==> src/rtl/altera_tse_gxb_rxsync_multilane.sv <==
// altera_tse_gxb_rxsync_multilane
// Multi-lane RX sync aligner between the GXB transceiver RX outputs and the
// 1000BASE-X PCS receive machine. Per lane it qualifies word-aligner sync,
// delays the decoder status by PIPE_DEPTH stages, squelches symbols that
// were not captured under lock, counts sync losses, and derives a
// hysteretic carrier-detect.
//
// Ports
//   clk, reset                 recovered RX clock, synchronous active-high reset
//   alt_*                      raw per-lane transceiver outputs (byte lane n = [8n+7:8n])
//   cnt_clr                    clears every lane's sync-loss counter
//   altpcs_*                   aligned, squelched per-lane outputs
//   altpcs_carrierdetect       1 = carrier present
//   altpcs_all_locked          registered AND of altpcs_sync
//   sync_loss_cnt              8-bit saturating sync-loss count per lane
//
// Sync FSM states
//   state     | meaning
//   ST_LOST   | no alignment; waiting for alt_sync
//   ST_QUAL   | alt_sync seen for qcnt consecutive cycles
//   ST_LOCKED | qualified lock; symbols pass unsquelched
module altera_tse_gxb_rxsync_multilane #(
  parameter int LANES      = 1,
  parameter int PIPE_DEPTH = 2,
  parameter int SYNC_QUAL  = 4,
  parameter int CD_HOLD    = 8,
  parameter int CD_RECOVER = 4
) (
  input  logic                 clk,
  input  logic                 reset,
  input  logic [8*LANES-1:0]   alt_dataout,
  input  logic [LANES-1:0]     alt_sync,
  input  logic [LANES-1:0]     alt_disperr,
  input  logic [LANES-1:0]     alt_ctrldetect,
  input  logic [LANES-1:0]     alt_errdetect,
  input  logic [LANES-1:0]     alt_rmfifodatadeleted,
  input  logic [LANES-1:0]     alt_rmfifodatainserted,
  input  logic [LANES-1:0]     alt_runlengthviolation,
  input  logic                 cnt_clr,
  output logic [8*LANES-1:0]   altpcs_dataout,
  output logic [LANES-1:0]     altpcs_sync,
  output logic [LANES-1:0]     altpcs_disperr,
  output logic [LANES-1:0]     altpcs_ctrldetect,
  output logic [LANES-1:0]     altpcs_errdetect,
  output logic [LANES-1:0]     altpcs_rmfifodatadeleted,
  output logic [LANES-1:0]     altpcs_rmfifodatainserted,
  output logic [LANES-1:0]     altpcs_carrierdetect,
  output logic                 altpcs_all_locked,
  output logic [8*LANES-1:0]   sync_loss_cnt
);

  localparam logic [7:0] SYNC_QUAL_C  = 8'(SYNC_QUAL);
  localparam logic [7:0] CD_HOLD_C    = 8'(CD_HOLD);
  localparam logic [7:0] CD_RECOVER_C = 8'(CD_RECOVER);

  // Pipeline word: {lock, rm_ins, rm_del, ctrl, err, disp, data[7:0]}
  localparam int         PW      = 14;
  localparam int         B_DISP  = 8;
  localparam int         B_ERR   = 9;
  localparam int         B_CTRL  = 10;
  localparam int         B_RMDEL = 11;
  localparam int         B_RMINS = 12;
  localparam int         B_LOCK  = 13;
  // Squelch: data 0, disperr 1, errdetect 1, everything else 0, lock 0.
  localparam logic [PW-1:0] SQUELCH = 14'h0300;

  typedef enum logic [1:0] {ST_LOST, ST_QUAL, ST_LOCKED} state_t;

  logic [LANES-1:0] lock_final;

  for (genvar n = 0; n < LANES; n++) begin : g_lane
    state_t                     state;
    logic [7:0]                 qcnt;
    logic                       lock_nxt;
    logic                       loss;
    logic [PIPE_DEPTH-1:0][PW-1:0] pipe;
    logic [PW-1:0]              last;
    logic [PW-1:0]              out_word;
    logic                       stage1_invalid;
    logic [7:0]                 icnt;
    logic [7:0]                 vcnt;
    logic                       cd;
    logic [7:0]                 loss_cnt;

    // The lock bit travels with the symbol of the cycle in which the FSM
    // decides to enter (or stay in) LOCKED, so it mirrors the next state.
    always_comb begin
      lock_nxt = 1'b0;
      if (alt_sync[n]) begin
        unique case (state)
          ST_LOST:   lock_nxt = (SYNC_QUAL_C == 8'd1);
          ST_QUAL:   lock_nxt = (qcnt + 8'd1 == SYNC_QUAL_C);
          ST_LOCKED: lock_nxt = 1'b1;
          default:   lock_nxt = 1'b0;
        endcase
      end
    end

    assign loss = (state == ST_LOCKED) && !alt_sync[n];

    always_ff @(posedge clk) begin
      if (reset) begin
        state <= ST_LOST;
        qcnt  <= 8'd0;
      end else begin
        unique case (state)
          ST_LOST: begin
            if (alt_sync[n]) begin
              if (SYNC_QUAL_C == 8'd1) begin
                state <= ST_LOCKED;
                qcnt  <= 8'd0;
              end else begin
                state <= ST_QUAL;
                qcnt  <= 8'd1;
              end
            end
          end
          ST_QUAL: begin
            if (!alt_sync[n]) begin
              state <= ST_LOST;
              qcnt  <= 8'd0;
            end else if (qcnt + 8'd1 == SYNC_QUAL_C) begin
              state <= ST_LOCKED;
              qcnt  <= 8'd0;
            end else begin
              qcnt <= qcnt + 8'd1;
            end
          end
          ST_LOCKED: begin
            if (!alt_sync[n]) begin
              state <= ST_LOST;
              qcnt  <= 8'd0;
            end
          end
          default: begin
            state <= ST_LOST;
            qcnt  <= 8'd0;
          end
        endcase
      end
    end

    always_ff @(posedge clk) begin
      if (reset) begin
        for (int i = 0; i < PIPE_DEPTH; i++) pipe[i] <= SQUELCH;
      end else begin
        pipe[0] <= {lock_nxt, alt_rmfifodatainserted[n], alt_rmfifodatadeleted[n],
                    alt_ctrldetect[n], alt_errdetect[n], alt_disperr[n],
                    alt_dataout[8*n +: 8]};
        for (int i = 1; i < PIPE_DEPTH; i++) pipe[i] <= pipe[i-1];
      end
    end

    assign last     = pipe[PIPE_DEPTH-1];
    assign out_word = last[B_LOCK] ? last : SQUELCH;

    assign altpcs_dataout[8*n +: 8]     = out_word[7:0];
    assign altpcs_disperr[n]            = out_word[B_DISP];
    assign altpcs_errdetect[n]          = out_word[B_ERR];
    assign altpcs_ctrldetect[n]         = out_word[B_CTRL];
    assign altpcs_rmfifodatadeleted[n]  = out_word[B_RMDEL];
    assign altpcs_rmfifodatainserted[n] = out_word[B_RMINS];
    assign altpcs_sync[n]               = out_word[B_LOCK];
    assign lock_final[n]                = out_word[B_LOCK];

    // Carrier detect works on stage 1 so it reacts ahead of the data output.
    assign stage1_invalid = !pipe[0][B_LOCK] | (pipe[0][B_ERR] & pipe[0][B_DISP]);

    always_ff @(posedge clk) begin
      if (reset) begin
        icnt <= 8'd0;
        vcnt <= 8'd0;
        cd   <= 1'b1;
      end else begin
        if ((state == ST_LOCKED) && alt_runlengthviolation[n]) begin
          // A run-length violation forces an immediate carrier drop.
          icnt <= CD_HOLD_C;
          vcnt <= 8'd0;
        end else if (stage1_invalid) begin
          icnt <= (icnt == 8'hFF) ? icnt : icnt + 8'd1;
          vcnt <= 8'd0;
        end else begin
          vcnt <= (vcnt == 8'hFF) ? vcnt : vcnt + 8'd1;
          icnt <= 8'd0;
        end
        if (icnt >= CD_HOLD_C)         cd <= 1'b0;
        else if (vcnt >= CD_RECOVER_C) cd <= 1'b1;
      end
    end

    assign altpcs_carrierdetect[n] = cd;

    always_ff @(posedge clk) begin
      if (reset)                          loss_cnt <= 8'd0;
      else if (cnt_clr)                   loss_cnt <= loss ? 8'd1 : 8'd0;
      else if (loss && loss_cnt != 8'hFF) loss_cnt <= loss_cnt + 8'd1;
    end

    assign sync_loss_cnt[8*n +: 8] = loss_cnt;
  end

  always_ff @(posedge clk) begin
    if (reset) altpcs_all_locked <= 1'b0;
    else       altpcs_all_locked <= &lock_final;
  end

endmodule

==> config.mk <==
export PLATFORM = sky130hd
export DESIGN_NAME = altera_tse_gxb_rxsync_multilane
export DESIGN_NICKNAME = d
export VERILOG_FILES = /design/src/rtl/altera_tse_gxb_rxsync_multilane.sv
export SDC_FILE = /design/constraint.sdc
export NUM_CORES = 1
export LEC_CHECK = 0
export CAP_MARGIN = 20
export CORE_MARGIN = 3
export CORE_UTILIZATION = 40
export DETAILED_ROUTE_END_ITERATION = 10
export SETUP_SLACK_MARGIN = 0.2
export SLEW_MARGIN = 0
export SYNTH_ARGS = -nofsm -noshare
export SYNTH_HDL_FRONTEND = slang
export SYNTH_SLANG_ARGS = --single-unit
==> constraint.sdc <==
create_clock -name clk -period 2.2 [get_ports clk]
set_input_delay 0.44 -clock clk [delete_from_list [all_inputs] [get_ports clk]]
set_output_delay 0.44 -clock clk [all_outputs]
set_load 0.02 [all_outputs]
==> results of run 1 <==
-- cell families after synthesis --
logic type	synth area share
flip-flops	0.469
adder cells (fa/ha/maj)	0.0412
AO/OA/AOI/OAI	0.124
XOR/XNOR	0.0288
multiplexers	0.0234
buffers and inverters	0.0252
AND/OR/NAND/NOR	0.289
-- worst max-delay path: cells and delay by family (launching register included) --
kind                   cells  cell delay, ns
buffers and inverters      1            0.59
flip-flops                 1            0.41
AND/OR/NAND/NOR            1            0.14
-- Yosys cell counts, drive strengths merged (2+ instances only) --
cell type / count
a211oi: 3
a21oi: 10
a311oi: 3
a31oi: 8
a41oi: 2
and2: 13
and3: 4
and4: 2
buf: 2
clkbuf: 9
dfxtp: 64
ha: 9
inv: 7
mux2i: 4
nand2: 19
nand2b: 6
nand3: 7
nand3b: 2
nand4: 7
nor2: 32
nor2b: 26
nor3: 12
nor4b: 2
o2111ai: 3
o211ai: 3
o21ai: 9
o21bai: 2
or2: 5
or4: 2
xnor2: 4
xor2: 5
-- flip-flops by register name, summed over array words and instances (netlist names) --
name                  count
sync_loss_cnt             8
altpcs_all_locked         1
g_lane.icnt               8
g_lane.state              2
altpcs_carrierdetect      1
g_lane.qcnt               8
g_lane.vcnt               8
g_lane.pipe              14
g_lane.last              14
-- worst min-delay path by stage --
stage | slack, ns | startpoint | cells after the start | end
floorplan | 0.41 | g_lane[0].pipe[9]$_SDFF_PP1_ | 1 | g_lane[0].last[9]$_SDFF_PP1_
global placement | 0.42 | g_lane[0].pipe[5]$_SDFF_PP0_ | 1 | g_lane[0].last[5]$_SDFF_PP0_
detailed placement | 0.42 | g_lane[0].pipe[9]$_SDFF_PP1_ | 1 | g_lane[0].last[9]$_SDFF_PP1_
CTS | 0.44 | g_lane[0].pipe[9]$_SDFF_PP1_ | 1 | g_lane[0].last[9]$_SDFF_PP1_
global route | 0.44 | g_lane[0].pipe[8]$_SDFF_PP1_ | 1 | g_lane[0].last[8]$_SDFF_PP1_
finish | 0.43 | g_lane[0].pipe[0]$_SDFF_PP0_ | 1 | g_lane[0].last[0]$_SDFF_PP0_
-- area by class of cell --
| cell class | instances | share of cell area |
|---|---|---|
| clock buffer | 9 | 0.0355 |
| clock inverter | 6 | 0.0312 |
| inverter | 7 | 0.00753 |
| multi-input combinational | 216 | 0.397 |
| sequential | 64 | 0.368 |
| tap | 77 | 0.0276 |
| timing repair buffer | 45 | 0.133 |
-- power breakdown --
group	switching (W)	internal [W]
registers	0.0000174	0.00119
logic	0.0000700	0.0000784
clock network	0.000436	0.000744
-- stage by stage --
stage | util | worst slack, ns | total power, W | area (um^2)
3_5_place_dp | 0.497 | 0.0827 | 0.00138 | 3230
2_1_floorplan | - | 0.638 | 0.00132 | 2730
4_1_cts | 0.533 | 0.217 | 0.00257 | 3460
3_3_place_gp | 0.497 | 0.151 | 0.00138 | 3230
5_1_grt | 0.537 | 0.206 | 0.00264 | 3490
6_report | 0.537 | 0.283 | 0.00254 | 3490
-- metal layers --
layer	vias up	wire length (um)	global-route usage	part of all wire
li1	1136	-	-	-
met1	1025	2640	0.200	0.50
met2	59	2290	0.225	0.43
met3	5	307	0.0549	0.058
met4	0	51	0.0577	0.0096
met5	-	0	0	0
==> impl_results.rst, run 1 <==
.. list-table::
   :header-rows: 1

   * - Metric
     - Value
   * - Syn. warnings
     - 0
   * - Count of unique library cells instantiated by Yosys
     - 48
   * - CTS Root Cell
     - sky130_fd_sc_hd__clkbuf_8
   * - Fraction of registers with async set or reset after synthesis
     - 0
   * - Setup TNS Final
     - 0 ns
   * - Class of the tightest hold or removal check
     - register to register
   * - RSZ-0062 raised after global routing
     - false
   * - Share of post-route cells with drive strength above 1
     - 0.0922
   * - I/O pin count
     - 42
   * - Number of flops mapped to enable cells by yosys
     - 0
   * - Area inside the core boundary
     - 6490 um^2
   * - Mapped Cells
     - 298
   * - Worst reg2reg startpoint
     - g_lane[0].state[0]$_SDFFE_PP0P_
   * - Fin crit period
     - 1.92 ns
   * - Total iterations of the first detailed-routing run
     - 4
   * - Quantity of I/O buffers inserted on ports
     - 41
   * - TritonCTS buffer count
     - 9
   * - Finish-stage setup viols
     - 0
   * - Max VDD drop
     - 0.435 mV
   * - Worst clock skew on the final layout
     - 0.00347 ns
   * - Post-Syn Area
     - 2730 um^2
   * - Final number of hold-violating endpoints
     - 0
   * - Count of max-cap constraint violations
     - 0
   * - Worst reg2reg path depth
     - 6
   * - Worst-Margin Slew
     - 0.509 ns
   * - Max frequency
     - 522 MHz
   * - TritonCTS clock tree
     - done
   * - Crit. End Element
     - primary output
   * - Number of remaining DRC errors
     - 0
   * - DRC violation total after the first TritonRoute iteration
     - 99
   * - Routed length per instance
     - 12.5 um
   * - Number of buffers on the longest clock path
     - 2
   * - Worst hold margin
     - 0.434 ns
   * - Prevailing post-synth register cell
     - sky130_fd_sc_hd__dfxtp_1
   * - Power per standard cell area
     - 726 nW/um^2
   * - Via-to-Cell Ratio
     - 5.25
   * - Die Y-Extent
     - 88.7 um
   * - Wire length of the first global-routing pass
     - 9200 um
   * - Most frequent cells in the layout
     - sky130_fd_sc_hd__dfxtp_1 (63), sky130_fd_sc_hd__nor2_1 (32), sky130_fd_sc_hd__clkdlybuf4s50_1 (32)
   * - Width of the die
     - 88.7 um
   * - Total number of H-tree levels
     - 3
   * - CTS Hold Buffers Added
     - 0
   * - Starting density of the core
     - 0.421
   * - Buffer count from post-CTS setup fixing
     - 0
   * - Post-DP HPWL
     - 3750 um
   * - Seq cells post-synth
     - 64
   * - Layout filler cell count
     - 597
   * - Data arrival time of the critical path
     - 1.48 ns
   * - Post-route fraction of the period consumed by the critical path
     - 0.871
   * - Latest clock arrival within the worst-skew pair
     - 0.33 ns
   * - Capturing point of the worst reg2reg path
     - sync_loss_cnt[4]$_SDFFE_PP0P_
   * - Standard-cell row count
     - 29
   * - Top-area cell type share of the netlist area
     - 0.469
   * - Placed instance count
     - 409
   * - Clock net sink count
     - 64
   * - Total Die Area
     - 7860 um^2
   * - Total GRT Usage
     - 0.151
   * - Final non-filler cell total
     - 424
   * - Result of the run
     - finished clean
   * - Number of diodes added for antenna fixing
     - 0
   * - Mean instance size in the synthesized netlist
     - 9.17 um^2
   * - Gr ovfl total
     - 0
   * - Maximum number of pins on one net before global-route repair
     - 31
   * - Leak
     - 1.41 nW
   * - Ranking of synthesized cells by area
     - sky130_fd_sc_hd__dfxtp_1 (47%), sky130_fd_sc_hd__nor2b_1 (6.0%), sky130_fd_sc_hd__nor2_1 (4.4%)
   * - Layout overhead on the synthesized area
     - 27.7%
   * - R2R Setup Slk
     - 0.39 ns
   * - Reg area
     - 1280 um^2
   * - Worst Path Max Fanout
     - 15
   * - Multi-input logic area
     - 1390 um^2
   * - Routability cong.
     - 0.773
   * - Nature of the critical path startpoint
     - register
   * - Relative slew slack
     - 0.658
   * - Clock slew at reported path FFs
     - 0.07 ns
   * - Critical path data required time
     - 1.76 ns
   * - Antenna violations before repair
     - 0
   * - Worst setup path class
     - register to primary output
   * - Mapped Nets
     - 325
   * - Number of nets in the layout
     - 370
   * - Final slew viol count
     - 0
   * - Wire length reported by the detailed router
     - 5290 um
   * - Vias in the first global route
     - 2057
   * - Sequential cell area fraction in the yosys report
     - 0.469
   * - Most common library cell in the layout ignoring fill and taps
     - sky130_fd_sc_hd__dfxtp_1
   * - Post-synthesis cell type with the largest combined area
     - sky130_fd_sc_hd__dfxtp_1
   * - Post-CTS Resized
     - 2
   * - Setup crit end
     - altpcs_dataout[1]
   * - Number of vias after detailed routing
     - 2225
   * - Cells traversed along the worst timing path
     - and2_1 -> clkdlybuf4s50_1
   * - CP Launch Point
     - g_lane[0].last[13]$_SDFF_PP0_
   * - Highest cell delay on the worst timing path
     - 0.59 ns
   * - Number of nets still failing antenna checks after routing
     - 0
   * - Critical-path cell with the highest stage delay
     - sky130_fd_sc_hd__clkdlybuf4s50_1
Note: power is estimated with default switching activity, not from simulation.
==> run 2, diff against run 1 <==
Settings changed: CAP_MARGIN 20 to 10, CTS_CLUSTER_DIAMETER set to 30.
==> results of run 2 <==
No change in the layout: final DEF, timing and power equal those of run 1.
==> run 3, diff against run 2 <==
Settings changed: ABC_AREA set to 1.
==> run 3 against run 2 <==
  * First-iteration DRC count is 28% lower
  * Critical endpoint is now altpcs_ctrldetect
  * Critical path type unchanged
  * Register-to-register slack improved by 0.20 ns
  * Synthesized cell count up 24%
  * Flip-flop and latch count did not move
  * Setup slack improved by 0.025 ns
  * Clock power shrank 4%
==> impl_results.rst, run 3 <==
.. list-table::
   :header-rows: 1

   * - Metric
     - Value
   * - Syn. warnings
     - 0 (unchanged)
   * - Routability cong.
     - 0.868 (+12%)
   * - Count of buffer and inverter cells on the critical path
     - 2 (+1)
   * - Vias in the first global route
     - 2021 (-1.8%)
   * - Critical path data required time
     - 1.76 ns (about the same)
   * - Count of max-cap constraint violations
     - 0 (unchanged)
   * - Mapped Cells
     - 371 (+24%)
   * - Total GRT Usage
     - 0.144 (-0.00743)
   * - Worst clock skew on the final layout
     - 0.00490 ns (+0.00143 ns)
   * - Clock net sink count
     - 64 (unchanged)
   * - Number of nets in the layout
     - 448 (+21%)
   * - Sequential cell area fraction in the yosys report
     - 0.470 (+0.000645)
   * - Power per standard cell area
     - 744 nW/um^2 (+2.5%)
   * - Crit. End Element
     - primary output
   * - Number of diodes added for antenna fixing
     - 0 (unchanged)
   * - Critical-path cell with the highest stage delay
     - sky130_fd_sc_hd__clkdlybuf4s50_1
   * - Number of buffers on the longest clock path
     - 2 (unchanged)
   * - Total iterations of the first detailed-routing run
     - 4 (unchanged)
   * - Share of post-route cells with drive strength above 1
     - 0.0869 (-0.00536)
   * - Worst-Margin Slew
     - 0.448 ns (-0.0608 ns)
   * - Highest cell delay on the worst timing path
     - 0.59 ns (about the same)
   * - Post-Syn Area
     - 2730 um^2 (-0.14%)
   * - CTS Hold Buffers Added
     - 0 (unchanged)
   * - Maximum number of pins on one net before global-route repair
     - 36 (+16%)
   * - Mapped Nets
     - 398 (+22%)
   * - Quantity of I/O buffers inserted on ports
     - 41 (unchanged)
   * - Leak
     - 1.58 nW (+12%)
   * - Synth top cells by count
     - sky130_fd_sc_hd__inv_1 (80), sky130_fd_sc_hd__dfxtp_1 (64), sky130_fd_sc_hd__nand2_1 (58)
   * - RSZ-0062 raised after global routing
     - false
   * - Clock slew at reported path FFs
     - 0.08 ns (about the same)
   * - DRC violation total after the first TritonRoute iteration
     - 71 (-28%)
   * - Area inside the core boundary
     - 6490 um^2 (unchanged)
   * - TritonCTS clock tree
     - done
   * - I/O pin count
     - 42 (unchanged)
   * - Routed length per instance
     - 9.94 um (-20%)
   * - Mean instance size in the synthesized netlist
     - 7.36 um^2 (-20%)
   * - Antenna violations before repair
     - 0 (unchanged)
   * - Most frequently used cell type in the post-synthesis netlist
     - sky130_fd_sc_hd__inv_1
   * - Nature of the critical path startpoint
     - register
   * - Relative slew slack
     - 0.700 (+0.0425)
   * - CTS Root Cell
     - sky130_fd_sc_hd__clkbuf_8
   * - Wire length reported by the detailed router
     - 5000 um (-5.5%)
   * - Result of the run
     - finished clean
   * - Worst setup path class
     - register to primary output
   * - Die Y-Extent
     - 88.6 um (about the same)
   * - Width of the die
     - 88.6 um (about the same)
   * - TritonCTS buffer count
     - 9 (unchanged)
   * - Gr ovfl total
     - 0 (unchanged)
   * - Post-DP HPWL
     - 3700 um (-1.3%)
   * - Data arrival time of the critical path
     - 1.45 ns (-0.03 ns)
   * - Post-CTS Resized
     - 9 (+7)
   * - Dominant delay contributor by cell family on the critical path
     - buffers and inverters
   * - Finish-stage setup viols
     - 0 (unchanged)
   * - Total number of H-tree levels
     - 3 (unchanged)
   * - Fin crit period
     - 1.89 ns (-0.0252 ns)
   * - Ranking of synthesized cells by area
     - sky130_fd_sc_hd__dfxtp_1 (47%), sky130_fd_sc_hd__inv_1 (11%), sky130_fd_sc_hd__nand2_1 (8.0%)
   * - Most common library cell in the layout ignoring fill and taps
     - sky130_fd_sc_hd__inv_1
   * - Via-to-Cell Ratio
     - 4.48 (-15%)
   * - Count of unique library cells instantiated by Yosys
     - 24 (-50%)
   * - Post-synthesis cell type with the largest combined area
     - sky130_fd_sc_hd__dfxtp_1
   * - Final slew viol count
     - 0 (unchanged)
   * - Setup TNS Final
     - 0 ns (unchanged)
   * - Standard-cell row count
     - 29 (unchanged)
   * - Cells traversed along the worst timing path
     - nand2_1 -> inv_1 -> clkdlybuf4s50_1
   * - Multiplexer share of the synthesized area
     - 0 (-0.0234)
   * - Total Die Area
     - 7850 um^2 (-0.14%)
   * - Prevailing post-synth register cell
     - sky130_fd_sc_hd__dfxtp_1
   * - Class of the tightest hold or removal check
     - register to register
   * - Simple-gate area share of the yosys netlist
     - 0.257 (-0.0317)
   * - Number of flops mapped to enable cells by yosys
     - 0 (unchanged)
   * - Number of vias after detailed routing
     - 2255 (+1.3%)
   * - Fraction of registers with async set or reset after synthesis
     - 0 (unchanged)
   * - Worst hold margin
     - 0.397 ns (-0.0371 ns)
   * - Max VDD drop
     - 0.334 mV (-23%)
   * - Synthesized-area fraction occupied by ao, oa, aoi and oai cells
     - 0.0903 (-0.0333)
   * - Seq cells post-synth
     - 64 (unchanged)
   * - Most frequent cells in the layout
     - sky130_fd_sc_hd__inv_1 (80), sky130_fd_sc_hd__dfxtp_1 (63), sky130_fd_sc_hd__nand2_1 (58)
   * - Area of placed instances
     - 3240 um^2 (+0.39%)
   * - Starting density of the core
     - 0.420 (-0.000578)
   * - Layout filler cell count
     - 611 (+2.3%)
   * - Post-layout instance area
     - 3460 um^2 (-0.82%)
   * - Buffer count from post-CTS setup fixing
     - 0 (unchanged)
   * - Layout overhead on the synthesized area
     - 26.9%
   * - Dominant combinational cell family by area after synthesis
     - simple AND/OR/NAND/NOR gates
   * - Wire length of the first global-routing pass
     - 8750 um (-4.9%)
   * - Top-area cell type share of the netlist area
     - 0.470 (+0.000645)
   * - Post-route fraction of the period consumed by the critical path
     - 0.860 (-0.0115)
   * - Latest clock arrival within the worst-skew pair
     - 0.34 ns (about the same)
   * - Post-synthesis adder-cell area fraction
     - 0.0413 (+0.0000567)
   * - Post-synthesis xor/xnor area fraction
     - 0.0220 (-0.00684)
   * - Number of remaining DRC errors
     - 0 (unchanged)
   * - Number of nets still failing antenna checks after routing
     - 0 (unchanged)
   * - Worst Path Max Fanout
     - 7 (-8)
   * - Final number of hold-violating endpoints
     - 0 (unchanged)
   * - Max frequency
     - 529 MHz (+1.3%)
-- run 3: metrics by stage --
step / utilization / total power (W) / cells / setup WS [ns]
2_1_floorplan: - / 0.00139 / 371 / 0.662
3_3_place_gp: 0.499 / 0.00147 / 487 / 0.366
3_5_place_dp: 0.499 / 0.00147 / 487 / 0.314
4_1_cts: 0.532 / 0.00263 / 503 / 0.215
5_1_grt: 0.533 / 0.00271 / 503 / 0.201
6_report: 0.533 / 0.00258 / 503 / 0.308
-- run 3: final timing paths --
path,from,end,slack [ns],cells after the start
setup / recovery,g_lane[0].last[13]$_SDFF_PP0_,altpcs_ctrldetect,0.31,3
hold / removal,g_lane[0].pipe[5]$_SDFF_PP0_,g_lane[0].last[5]$_SDFF_PP0_,0.40,2
setup reg to reg,g_lane[0].state[0]$_SDFFE_PP0P_,g_lane[0].qcnt[1]$_SDFFE_PP0P_,0.59,8
hold reg to reg,g_lane[0].pipe[5]$_SDFF_PP0_,g_lane[0].last[5]$_SDFF_PP0_,0.40,2
-- run 3: logic make-up (layout without fill, tap and decap cells) --
group	after synthesis	in the layout
buffers and inverters	87	142
adders and majority gates	9	9
AOI/OAI and AO/OA	45	45
xor gates and xnor gates	6	6
DFF	64	64
and+or+nand+nor	160	160
-- run 3: metal layers --
layer  GRT usage  routed length [um]  part of all wire  up-vias
met3      0.0587                 197             0.039        5
met5           0                   0                 0        -
li1            -                   -                 -     1241
met2       0.228                2270              0.45       29
met1       0.180                2500              0.50      980
met4      0.0453                  30            0.0060        0
-- run 3: worst min-delay path: stages (launching register included) --
cell	delay (ns)
sky130_fd_sc_hd__dfxtp_1	0.30
sky130_fd_sc_hd__inv_1	0.04
sky130_fd_sc_hd__nor2_1	0.03
-- run 3: report_power, final --
group / switching [W] / internal (W) / leakage, nW
Clock: 0.000483 / 0.000651 / 0.111
Combinational: 0.000124 / 0.0000905 / 0.941
Sequential: 0.0000244 / 0.00120 / 0.523
Total: 0.000631 / 0.00194 / 1.58
-- run 3: area by class of cell --
cell class / count / area (um^2) / area share
Inverter: 82 / 308 / 0.0889
Multi-Input combinational cell: 220 / 1120 / 0.324
Timing Repair Buffer: 44 / 428 / 0.124
Clock inverter: 7 / 103 / 0.0296
Clock buffer: 9 / 124 / 0.0358
Sequential cell: 64 / 1280 / 0.370
Tap cell: 77 / 96.3 / 0.0278
